### config.mk
export PLATFORM = sky130hd
export DESIGN_NAME = edge_event_scheduler
export DESIGN_NICKNAME = d
export VERILOG_FILES = /design/src/rtl/edge_event_scheduler.sv
export SDC_FILE = /design/constraint.sdc
export NUM_CORES = 1
export LEC_CHECK = 0
export ABC_AREA = 1
export BUFFER_PORTS_ARGS = -buffer_cell sky130_fd_sc_hd__buf_2
export CAP_MARGIN = 15
export CORE_AREA = 10 10 61 63
export DETAILED_ROUTE_END_ITERATION = 16
export DIE_AREA = 0 0 71 73
export PLACE_DENSITY_LB_ADDON = 0.1
export SLEW_MARGIN = 10
export SYNTH_ARGS = -nofsm -noshare
export SYNTH_HDL_FRONTEND = slang
export SYNTH_SLANG_ARGS = --single-unit
export TNS_END_PERCENT = 1
### constraint.sdc
create_clock -name clk -period 1.5 [get_ports clk]
set_input_delay 0.3 -clock clk [delete_from_list [all_inputs] [get_ports clk]]
set_output_delay 0.3 -clock clk [all_outputs]
set_load 0.005 [all_outputs]
### src/rtl/edge_event_scheduler.sv
// Rising-edge detector bank feeding a round-robin, one-at-a-time valid/ready event server.
// Optional sticky per-channel overflow flags are enabled with EDGE_EVENT_SCHED_OVF_EN.
module edge_event_scheduler #(
  parameter int N    = 4,
  parameter int ID_W = $clog2(N)
) (
  input  logic            clk,
  input  logic            rst,
  input  logic [N-1:0]    sig,
  output logic            evt_valid,
  output logic [ID_W-1:0] evt_id,
  input  logic            evt_ready,
  output logic [N-1:0]    pend,
  output logic [N-1:0]    ovf,
  input  logic            ovf_clr
);

  typedef enum logic {S_IDLE, S_OFFER} state_t;

  state_t          state_q, state_d;
  logic [N-1:0]    sig_dly_q;
  logic [N-1:0]    pend_q, pend_d;
  logic [ID_W-1:0] ptr_q, ptr_d;
  logic [ID_W-1:0] evt_id_q, evt_id_d;
  logic            evt_valid_q, evt_valid_d;

  logic [N-1:0]    edge_det;
  logic [N-1:0]    acc_mask;
  logic            hs;
  logic [ID_W-1:0] sel;
  logic            found;

  assign edge_det = sig & ~sig_dly_q;
  assign hs       = (state_q == S_OFFER) && evt_ready;
  assign acc_mask = hs ? ({{(N-1){1'b0}}, 1'b1} << evt_id_q) : '0;

  // First pending channel at or above ptr, wrapping modulo N.
  always_comb begin
    sel   = '0;
    found = 1'b0;
    for (int k = 0; k < N; k++) begin
      logic [ID_W:0] j;
      j = {1'b0, ptr_q} + (ID_W+1)'(k);
      if (j >= (ID_W+1)'(N)) j = j - (ID_W+1)'(N);
      if (!found && pend_q[j[ID_W-1:0]]) begin
        found = 1'b1;
        sel   = j[ID_W-1:0];
      end
    end
  end

  // A new edge wins over a same-cycle acceptance, so the flag stays set.
  always_comb pend_d = (pend_q & ~acc_mask) | edge_det;

  always_comb begin
    state_d     = state_q;
    ptr_d       = ptr_q;
    evt_id_d    = evt_id_q;
    evt_valid_d = evt_valid_q;
    case (state_q)
      S_IDLE: begin
        if (found) begin
          evt_id_d    = sel;
          evt_valid_d = 1'b1;
          state_d     = S_OFFER;
        end
      end
      S_OFFER: begin
        if (evt_ready) begin
          ptr_d       = (evt_id_q == ID_W'(N-1)) ? '0 : evt_id_q + 1'b1;
          evt_valid_d = 1'b0;
          state_d     = S_IDLE;
        end
      end
      default: state_d = S_IDLE;
    endcase
  end

  // sig_dly loads sig even in reset so inputs already high never fire.
  always_ff @(posedge clk) begin
    sig_dly_q <= sig;
    if (rst) begin
      state_q     <= S_IDLE;
      pend_q      <= '0;
      ptr_q       <= '0;
      evt_id_q    <= '0;
      evt_valid_q <= 1'b0;
    end else begin
      state_q     <= state_d;
      pend_q      <= pend_d;
      ptr_q       <= ptr_d;
      evt_id_q    <= evt_id_d;
      evt_valid_q <= evt_valid_d;
    end
  end

  assign pend      = pend_q;
  assign evt_id    = evt_id_q;
  assign evt_valid = evt_valid_q;

`ifdef EDGE_EVENT_SCHED_OVF_EN
  logic [N-1:0] ovf_q, ovf_d;

  // Set beats clear when both happen in one cycle.
  always_comb ovf_d = (ovf_clr ? '0 : ovf_q) | (edge_det & pend_q & ~acc_mask);

  always_ff @(posedge clk) begin
    if (rst) ovf_q <= '0;
    else     ovf_q <= ovf_d;
  end

  assign ovf = ovf_q;
`else
  logic unused_ovf_clr;
  assign unused_ovf_clr = ovf_clr;
  assign ovf = '0;
`endif

endmodule
==> results.ini, run 1 <==
[run_status]
status=finished clean

[cells_and_area]
finalNonFillerCells=175
n_antenna_cell=0
final_util_pct=42.0
fill_cells=293
design_area_um2=1100
layout-drive-gt1-share_pct=37.5
area_delta_synth_final_pct=29.7
finalNetCount=158

[critical_path]
critPathArrivalTime_ps=1580
cp_max_fo=5
cp.required_ps=1680
end_kind=register
crit_type=register to register
crit_chain=buf_6 > nand2_2 > nand2_2 > nand2_4 > nand2_4 > nor2_8 > nand3_2 > nand2_1 > nor2_1 > nor2_2 > nor2_1
start_kind=register
crit_slowest_cell=dfxtp_4
cpPeakStageDelay_ps=380

[drt]
vias=780
dr.pass1.iters=4
wl_per_cell_um=10.5
drt_iter0_drc=28
routed_wl_mm=1.84
viasPerCell=4.46
postRouteAntennaNets=0
drc=0

[logic_synthesis]
postSynthAreaPerCell_um2=6.93
synth_top_family_by_area=simple AND/OR/NAND/NOR gates
yosysSeqAreaShare_pct=33.1
syn_inst=122
synth_area_um2=846
ys_types=19
yosysWarnings=0
synthMuxAreaShare_pct=0
synth_compound_area_share_pct=10.8
yosys.area_share.simple_pct=35.9
synthXorXnorAreaFrac_pct=0
synth-adder-area-share_pct=5.92
ys_seq_elements=14

[pwr]
switching_share_pct=40.8
p_int_uw=794
worst_ir_drop_vdd_mv=0.736
p_total_mw=1.34
combPwrFrac_pct=48.3
power.density_nw_per_um2=1220
power.switching_uw=547
leakage_nw=0.577
pwr-share-seq_pct=36.6
clkPwrFrac_pct=15.1

[sta]
setup_ws_ps=96.2
worst_hold_slack_ps=135
setup_tns_ps=0
hold_viol=0
post-route-period-util_pct=93.6
clock.fmax_ghz=0.712
layout_min_cycle_time_ps=1400
skew_ps=2.95
slew_viol_final=0
setup_violations=0

[min_path]
hold_path_class=input port to register

[clock_tree]
cts_htree_levels=1
clk_path_buf_depth=2
insertion_delay_ps=270
clock-root-buffer=clkbuf_4
cts_made_buffers=3
clk_pin_slew_ps=80
clkSinkCount=14
cts_tree=yes

[floorplanning]
dieHeight_um=73
top_level_ports=19
start_util_pct=32.3
dieArea_um2=5180
die_x_um=71
placementRows=19
core-area_um2=2620

[placed_design]
routabilityCongestion=0.772
pre_cts_ws_ps=-13.4
detailed_place_hpwl_mm=1.49
io_buffer_count=13
placed_cell_area_um2=976
dp_cells=171

[grt]
grt_pass1_vias=743
antenna_found_initial=0
grt_overflow_total=0
grt_use_total_pct=7.23
grt_max_degree=8
grt_pass1_wl_mm=3.04

[run]
drv_cap=0

-- repair_timing --
action / in CTS / in global routing
pin swaps: 0 / 12
buffers inserted: 0 / 1
endpoints found under the setup margin: 2 / 2
hold buffers: 0 / 0
resized for setup: 2 / 29
-- area by class of cell --
cell class,count,area [µm²],area share [%]
Inverter,21,83.8,7.64
Tap cell,31,38.8,3.53
Clock buffer,3,22.5,2.05
Timing Repair Buffer,21,133,12.1
Multi-Input combinational cell,85,532,48.5
Sequential cell,14,288,26.2
-- final timing paths --
path                                from                endpoint  slack (ps)  cells past startpoint
hold reg to reg   evt_valid$_SDFFE_PP0P_  evt_valid$_SDFFE_PP0P_         450                      2
setup / recovery   ptr_q[1]$_SDFFE_PP0P_  evt_id[0]$_SDFFE_PP0P_         100                     11
setup reg to reg   ptr_q[1]$_SDFFE_PP0P_  evt_id[0]$_SDFFE_PP0P_         100                     11
hold / removal                    sig[3]    sig_dly_q[3]$_DFF_P_         140                      1
-- power by group through the flow --
stage / registers, mW / clock network, mW / logic [mW]
floorplan: 0.485 / 0 / 0.415
global placement: 0.486 / 0 / 0.569
detailed placement: 0.487 / 0 / 0.573
CTS: 0.481 / 0.215 / 0.575
global route: 0.500 / 0.233 / 0.737
finish: 0.491 / 0.202 / 0.648
-- logic make-up (layout without fill, tap and decap cells) --
group / after synthesis / in the layout
simple gates: 61 / 61
compound gates: 16 / 16
flops: 14 / 14
fa+ha+maj: 4 / 4
buf+inv: 26 / 45
other cells: 1 / 4
-- registers in the layout, summed over array words and instances, names as in the netlist --
name	cells
evt_id	2
evt_valid	1
sig_dly_q	4
pend	4
ptr_q	2
state_q	1
-- metal layers --
layer | wire length, µm | vias to the layer above | global-route usage [%]
li1 | - | 412 | -
met4 | 38 | 0 | 5.16
met5 | 0 | - | 0
met1 | 827 | 353 | 8.06
met2 | 889 | 11 | 11.2
met3 | 83 | 4 | 2.59
-- synth_stat cells --
master | instances | area share [%]
o21ai_2 | 2 | 2.1
nand2_1 | 36 | 16
inv_1 | 20 | 8.9
nor2_1 | 6 | 2.7
nand2_2 | 5 | 3.7
o21ai_0 | 5 | 3.0
nand3_4 | 1 | 2.1
ha_1 | 4 | 5.9
conb_1 | 1 | 0.44
nand3_2 | 1 | 1.2
nand3_1 | 9 | 5.3
inv_2 | 1 | 0.44
o21bai_1 | 1 | 0.89
nor2_8 | 1 | 2.4
a21oi_1 | 7 | 4.1
nand2_4 | 2 | 2.7
o22ai_1 | 1 | 0.74
buf_4 | 5 | 4.4
dfxtp_1 | 14 | 33
-- cell usage in the layout (no fill, tap or decap), types with 2 or more instances in the layout --
master / n
buf_2: 13
nor2_1: 4
inv_1: 19
a21oi_1: 7
nand2_2: 9
ha_1: 4
buf_6: 2
nand2_4: 6
nand3_2: 4
o21ai_0: 2
inv_4: 2
buf_4: 6
o21ai_2: 2
o21ai_1: 2
conb_1: 4
nor2_2: 2
dfxtp_1: 12
clkbuf_4: 3
dfxtp_4: 2
nand2_1: 28
nand3_1: 6
-- critical path: cells and delay by family (launching register included) --
kind | cells | cell delay, ps
AND/OR/NAND/NOR | 10 | 790
flip-flops | 1 | 380
buffers and inverters | 1 | 130
Note: power is estimated with default switching activity, not from simulation.
==> run 2: changes to the inputs <==
--- a/config.mk
+++ b/config.mk
@@ -12,6 +12,7 @@
 export DETAILED_ROUTE_END_ITERATION = 16
 export DIE_AREA = 0 0 71 73
 export PLACE_DENSITY_LB_ADDON = 0.1
+export REMOVE_ABC_BUFFERS = 1
 export SLEW_MARGIN = 10
 export SYNTH_ARGS = -nofsm -noshare
 export SYNTH_HDL_FRONTEND = slang
==> run 2 against run 1 <==
Compared with the run above: via count down 3.8%; sequential power decreased by 2%; first-iteration DRC count up 43%; clock-buffer cell count did not move; critical path type unchanged; largest cell class unchanged; highest routed layer unchanged.
==> results.ini, run 2 (same netlist as run 1, synthesis figures left out) <==
[drt]
viasPerCell=4.31  ; was 4.46
met1_length_um=867  ; was 827 µm
drt_iter0_drc=40  ; was 28
wl_met2_um=860  ; was 889 µm
wl_per_cell_um=10.4  ; was 10.5 µm
dr_wl_met3_um=57  ; was 83 µm
postRouteAntennaNets=0  ; unchanged
drc=0  ; unchanged
vias=750  ; was 780
dr.pass1.iters=4  ; unchanged
routed_wl_mm=1.81  ; was 1.84 mm
highest_layer=met4  ; unchanged

[min_path]
hold_depth=1  ; unchanged
hold_path_class=input port to register  ; unchanged

[critical_path]
reg2regPathDepth=11  ; unchanged
rr_startpoint=ptr_q[0]$_SDFFE_PP0P_  ; was ptr_q[1]$_SDFFE_PP0P_
start_kind=register  ; unchanged
crit_type=register to register  ; unchanged
rrSetupSlack_ps=110  ; was 100 ps
critPathArrivalTime_ps=1570  ; was 1580 ps
end_kind=register  ; unchanged
cp.required_ps=1670  ; was 1680 ps
crit_start=ptr_q[0]$_SDFFE_PP0P_  ; was ptr_q[1]$_SDFFE_PP0P_
crit_path_end=evt_id[0]$_SDFFE_PP0P_  ; unchanged
cp_max_fo=5  ; unchanged
r2r-end=evt_id[0]$_SDFFE_PP0P_  ; unchanged

[grt]
antenna_found_initial=0  ; unchanged
grt_overflow_total=0  ; unchanged
grt_max_degree=8  ; unchanged
grt_pass1_vias=705  ; was 743
grt_pass1_wl_mm=2.96  ; was 3.04 mm
grt_use_total_pct=6.96  ; was 7.23%

[clock_tree]
clkSinkCount=14  ; unchanged
clk_pin_slew_ps=80  ; about the same
clk_path_buf_depth=2  ; unchanged
clock-root-buffer=clkbuf_4  ; unchanged
postCtsSetupBuffers=0  ; unchanged
cts_tree=yes  ; unchanged
insertion_delay_ps=270  ; about the same
ctsHoldBuffers=0  ; unchanged
cts_made_buffers=3  ; unchanged
cts_htree_levels=1  ; unchanged

[floorplanning]
placementRows=19  ; unchanged
die_x_um=71  ; unchanged
core-area_um2=2620  ; unchanged
dieHeight_um=73  ; unchanged
start_util_pct=32.3  ; unchanged
top_level_ports=19  ; unchanged
dieArea_um2=5180  ; unchanged

[pwr]
worst_ir_drop_vdd_mv=0.682  ; was 0.736 mV
power.density_nw_per_um2=1260  ; was 1220 nW/µm²
leakage_nw=0.532  ; was 0.577 nW

[cells_and_area]
finalNetCount=157  ; was 158
area_delta_synth_final_pct=18.5  ; was 29.7%
n_antenna_cell=0  ; unchanged
fill_cells=302  ; was 293
layout_common_cells=nand2_1, inv_1, dfxtp_1, buf_2, nand3_1  ; was nand2_1, inv_1, buf_2, dfxtp_1, nand2_2
finalNonFillerCells=174  ; was 175
layout-drive-gt1-share_pct=27.3  ; was 37.5%
final_util_pct=38.3  ; was 42.0%
final_common_cell=nand2_1  ; unchanged

[sta]
post-route-period-util_pct=92.9  ; was 93.6%
slew_viol_final=0  ; unchanged
clock.fmax_ghz=0.717  ; was 0.712 GHz
hold_viol=0  ; unchanged
setup_violations=0  ; unchanged
layout_min_cycle_time_ps=1390  ; was 1400 ps
worst_hold_slack_ps=143  ; was 135 ps
setup_tns_ps=0  ; unchanged
skew_ps=6.67  ; was 2.95 ps
rsz0062_at_grt=true

[placed_design]
io_buffer_count=13  ; unchanged
routabilityCongestion=0.796  ; was 0.772
dp_cells=171  ; unchanged
detailed_place_hpwl_mm=1.54  ; was 1.49 mm

[run]
drv_cap=0  ; unchanged

[run_status]
status=finished clean  ; unchanged

## run 2: worst min-delay path by stage
stage | start | endpoint | slack [ps]
finish | sig[0] | sig_dly_q[0]$_DFF_P_ | 140
global route | sig[0] | sig_dly_q[0]$_DFF_P_ | 130
CTS | sig[2] | sig_dly_q[2]$_DFF_P_ | 130
detailed placement | sig[2] | sig_dly_q[2]$_DFF_P_ | 420
global placement | sig[0] | sig_dly_q[0]$_DFF_P_ | 420
floorplan | sig[0] | sig_dly_q[0]$_DFF_P_ | 330
## run 2: timing repair
item,CTS,global route
endpoints found under the setup margin,1,2
gates resized for setup,2,3
pin swaps,0,0
## run 2: routing by layer
| layer | vias to the layer above | track usage [%] |
|---|---|---|
| met5 | - | 0 |
| met4 | 0 | 3.87 |
| met3 | 2 | 2.04 |
| met2 | 10 | 11.5 |
| met1 | 324 | 7.84 |
| li1 | 414 | - |
## run 2: cell type report
class,count,area [µm²],share of cell area (%)
inverters,21,78.8,7.87
multi-input cells,85,463,46.2
flip-flops and latches,14,282,28.1
clock buffers,3,22.5,2.25
well taps,31,38.8,3.87
repair buffers,20,118,11.7
## run 2: metrics by stage
stage               setup WS, ps  instance area [µm²]  power, mW
CTS                         20.1                  998       1.28
detailed placement         -12.7                  976       1.07
global placement           -18.5                  976       1.06
floorplan                   98.3                  820      0.886
global route               -13.0                 1000       1.38
finish                       106                 1000       1.26
## run 2: where the power goes
| part | internal [mW] | leakage (nW) | switching, mW |
|---|---|---|---|
| logic | 0.234 | 0.401 | 0.345 |
| registers | 0.432 | 0.117 | 0.0473 |
| clock network | 0.0929 | 0.0138 | 0.109 |
| total | 0.759 | 0.532 | 0.502 |
## run 2: worst max-delay path, cell delays in order (launching register included)
cell	delay [ps]
dfxtp_2	340
buf_4	150
nand2_1	50
nand2_1	100
nand2_2	110
nand2_4	70
nor2_8	110
nand3_1	80
nand2_1	70
nor2_1	40
nor2_1	120
nor2_1	60
==> run 3: changes to the inputs <==
==> constraint.sdc (replaced) <==
create_clock -name clk -period 1.7 [get_ports clk]
set_input_delay 0.34 -clock clk [delete_from_list [all_inputs] [get_ports clk]]
set_output_delay 0.34 -clock clk [all_outputs]
set_load 0.005 [all_outputs]
==> run 3 against run 2 <==
Compared with the run above: utilization down 1.5 points; sequential power down 11%; total power down 14%; critical path depth down 1; largest power group unchanged; combinational power down 17%.
==> results.ini, run 3 (same netlist as run 1, synthesis figures left out) <==
[sta]
layout_min_cycle_time_ps=1460  ; was 1390 ps
rsz0062_at_grt=false  ; was true
post-route-period-util_pct=85.8  ; was 92.9%
slew_viol_final=0  ; unchanged
skew_ps=5.21  ; was 6.67 ps
setup_tns_ps=0  ; unchanged
clock.fmax_ghz=0.685  ; was 0.717 GHz
setup_ws_ps=241  ; was 106 ps
setup_violations=0  ; unchanged
hold_viol=0  ; unchanged

[drt]
wl_per_cell_um=10.3  ; was 10.4 µm
drc=0  ; unchanged
vias=743  ; was 750
viasPerCell=4.40  ; was 4.31
postRouteAntennaNets=0  ; unchanged
routed_wl_mm=1.74  ; was 1.81 mm
drt_iter0_drc=14  ; was 40
dr.pass1.iters=4  ; unchanged

[placed_design]
io_buffer_count=13  ; unchanged
pre_cts_ws_ps=162  ; was -12.7 ps
routabilityCongestion=0.765  ; was 0.796
detailed_place_hpwl_mm=1.48  ; was 1.54 mm
placed_cell_area_um2=938  ; was 976 µm²

[floorplanning]
start_util_pct=32.3  ; unchanged
placementRows=19  ; unchanged
top_level_ports=19  ; unchanged
dieHeight_um=73  ; unchanged
core-area_um2=2620  ; unchanged
dieArea_um2=5180  ; unchanged
die_x_um=71  ; unchanged

[cells_and_area]
n_antenna_cell=0  ; unchanged
finalNetCount=152  ; was 157
design_area_um2=962  ; was 1000 µm²
area_delta_synth_final_pct=13.8  ; was 18.5%
final_common_cell=nand2_1  ; unchanged
multiInputGateArea_um2=460  ; was 463 µm²
regArea_um2=282  ; unchanged
fill_cells=284  ; was 302
layout-drive-gt1-share_pct=23.9  ; was 27.3%
layout_common_cells=nand2_1, inv_1, dfxtp_1, buf_2, nand3_1  ; unchanged

[pwr]
p_int_uw=649  ; was 759 µW
worst_ir_drop_vdd_mv=0.845  ; was 0.682 mV
combPwrFrac_pct=44.1  ; was 45.9%
leakage_nw=0.507  ; was 0.532 nW
switching_share_pct=40.4  ; was 39.8%
clkPwrFrac_pct=16.6  ; was 16.0%
power.density_nw_per_um2=1130  ; was 1260 nW/µm²
p_total_mw=1.09  ; was 1.26 mW
power.switching_uw=439  ; was 502 µW
pwr-share-seq_pct=39.3  ; was 38.0%

[run_status]
status=finished clean  ; unchanged

[grt]
grt_pass1_vias=687  ; was 705
grt_overflow_total=0  ; unchanged
grt_pass1_wl_mm=2.93  ; was 2.96 mm
grt_use_total_pct=6.95  ; was 6.96%
antenna_found_initial=0  ; unchanged
grt_max_degree=8  ; unchanged

[critical_path]
path_common_cell=nor2_1
critPathTopFamily=simple AND/OR/NAND/NOR gates  ; unchanged
crit_slowest_cell=dfxtp_2  ; unchanged
crit_type=register to register  ; unchanged
cp_max_fo=5  ; unchanged
cp.required_ps=1880  ; was 1670 ps
end_kind=register  ; unchanged
critPathBufInv=1  ; unchanged
start_kind=register  ; unchanged
critPathArrivalTime_ps=1640  ; was 1570 ps
cpPeakStageDelay_ps=380  ; was 340 ps
crit_chain=buf_4 > nand2_1 > nand3_1 > nand2_4 > nor2_8 > nand3_1 > nand2_1 > nor2_1 > nor2_1 > nor2_1  ; was buf_4 > nand2_1 > nand2_1 > nand2_2 > nand2_4 > nor2_8 > nand3_1 > nand2_1 > nor2_1 > nor2_1 > nor2_1

[clock_tree]
cts_made_buffers=3  ; unchanged
cts_htree_levels=1  ; unchanged
cts_tree=yes  ; unchanged
clk_pin_slew_ps=80  ; about the same
ctsResizeCount=0  ; was 2
clock-root-buffer=clkbuf_4  ; unchanged
clk_path_buf_depth=2  ; unchanged
ctsHoldBuffers=0  ; unchanged
postCtsSetupBuffers=0  ; unchanged
insertion_delay_ps=280  ; was 270 ps
clkSinkCount=14  ; unchanged

[min_path]
hold_path_class=input port to register  ; unchanged

[run]
drv_cap=0  ; unchanged

## run 3: final cells by class
cell class	instances	share of cell area, %
flip-flops and latches	14	29.3
well taps	31	4.03
repair buffers	15	8.32
clock buffers	3	2.34
multi-input cells	85	47.9
inverters	21	8.19
## run 3: worst reg2reg max path, delay by kind of cell (launching register included)
kind	cells	cell delay, ps
buffers and inverters	1	140
flip-flops	1	380
AND/OR/NAND/NOR	9	850
## run 3: metal layers
layer | track usage (%) | vias up | wire [µm]
met5 | 0 | - | 0
met4 | 5.38 | 0 | 67
met3 | 2.04 | 7 | 60
met2 | 10.6 | 13 | 794
met1 | 7.98 | 323 | 820
li1 | - | 400 | -
## run 3: power groups by stage
stage	logic, mW	registers (mW)	clock network (mW)
3_5_place_dp	0.483	0.434	0
6_report	0.480	0.428	0.181
4_1_cts	0.487	0.427	0.187
3_3_place_gp	0.481	0.434	0
5_1_grt	0.551	0.435	0.200
2_1_floorplan	0.347	0.435	0
## run 3: metrics by stage
stage / instances / utilization, % / hold slack, ps
floorplan: 120 / - / 368
global placement: 166 / 35.9 / 439
detailed placement: 166 / 35.9 / 442
CTS: 169 / 36.7 / 171
global route: 169 / 36.8 / 166
finish: 169 / 36.8 / 171
## run 3: path summary, 6_finish.rpt
kind | start | end | slack [ps] | depth (start not counted)
max | ptr_q[0]$_SDFFE_PP0P_ | evt_id[0]$_SDFFE_PP0P_ | 240 | 10
min reg2reg | evt_valid$_SDFFE_PP0P_ | evt_valid$_SDFFE_PP0P_ | 450 | 2
min | sig[3] | sig_dly_q[3]$_DFF_P_ | 170 | 1
max reg2reg | ptr_q[0]$_SDFFE_PP0P_ | evt_id[0]$_SDFFE_PP0P_ | 240 | 10
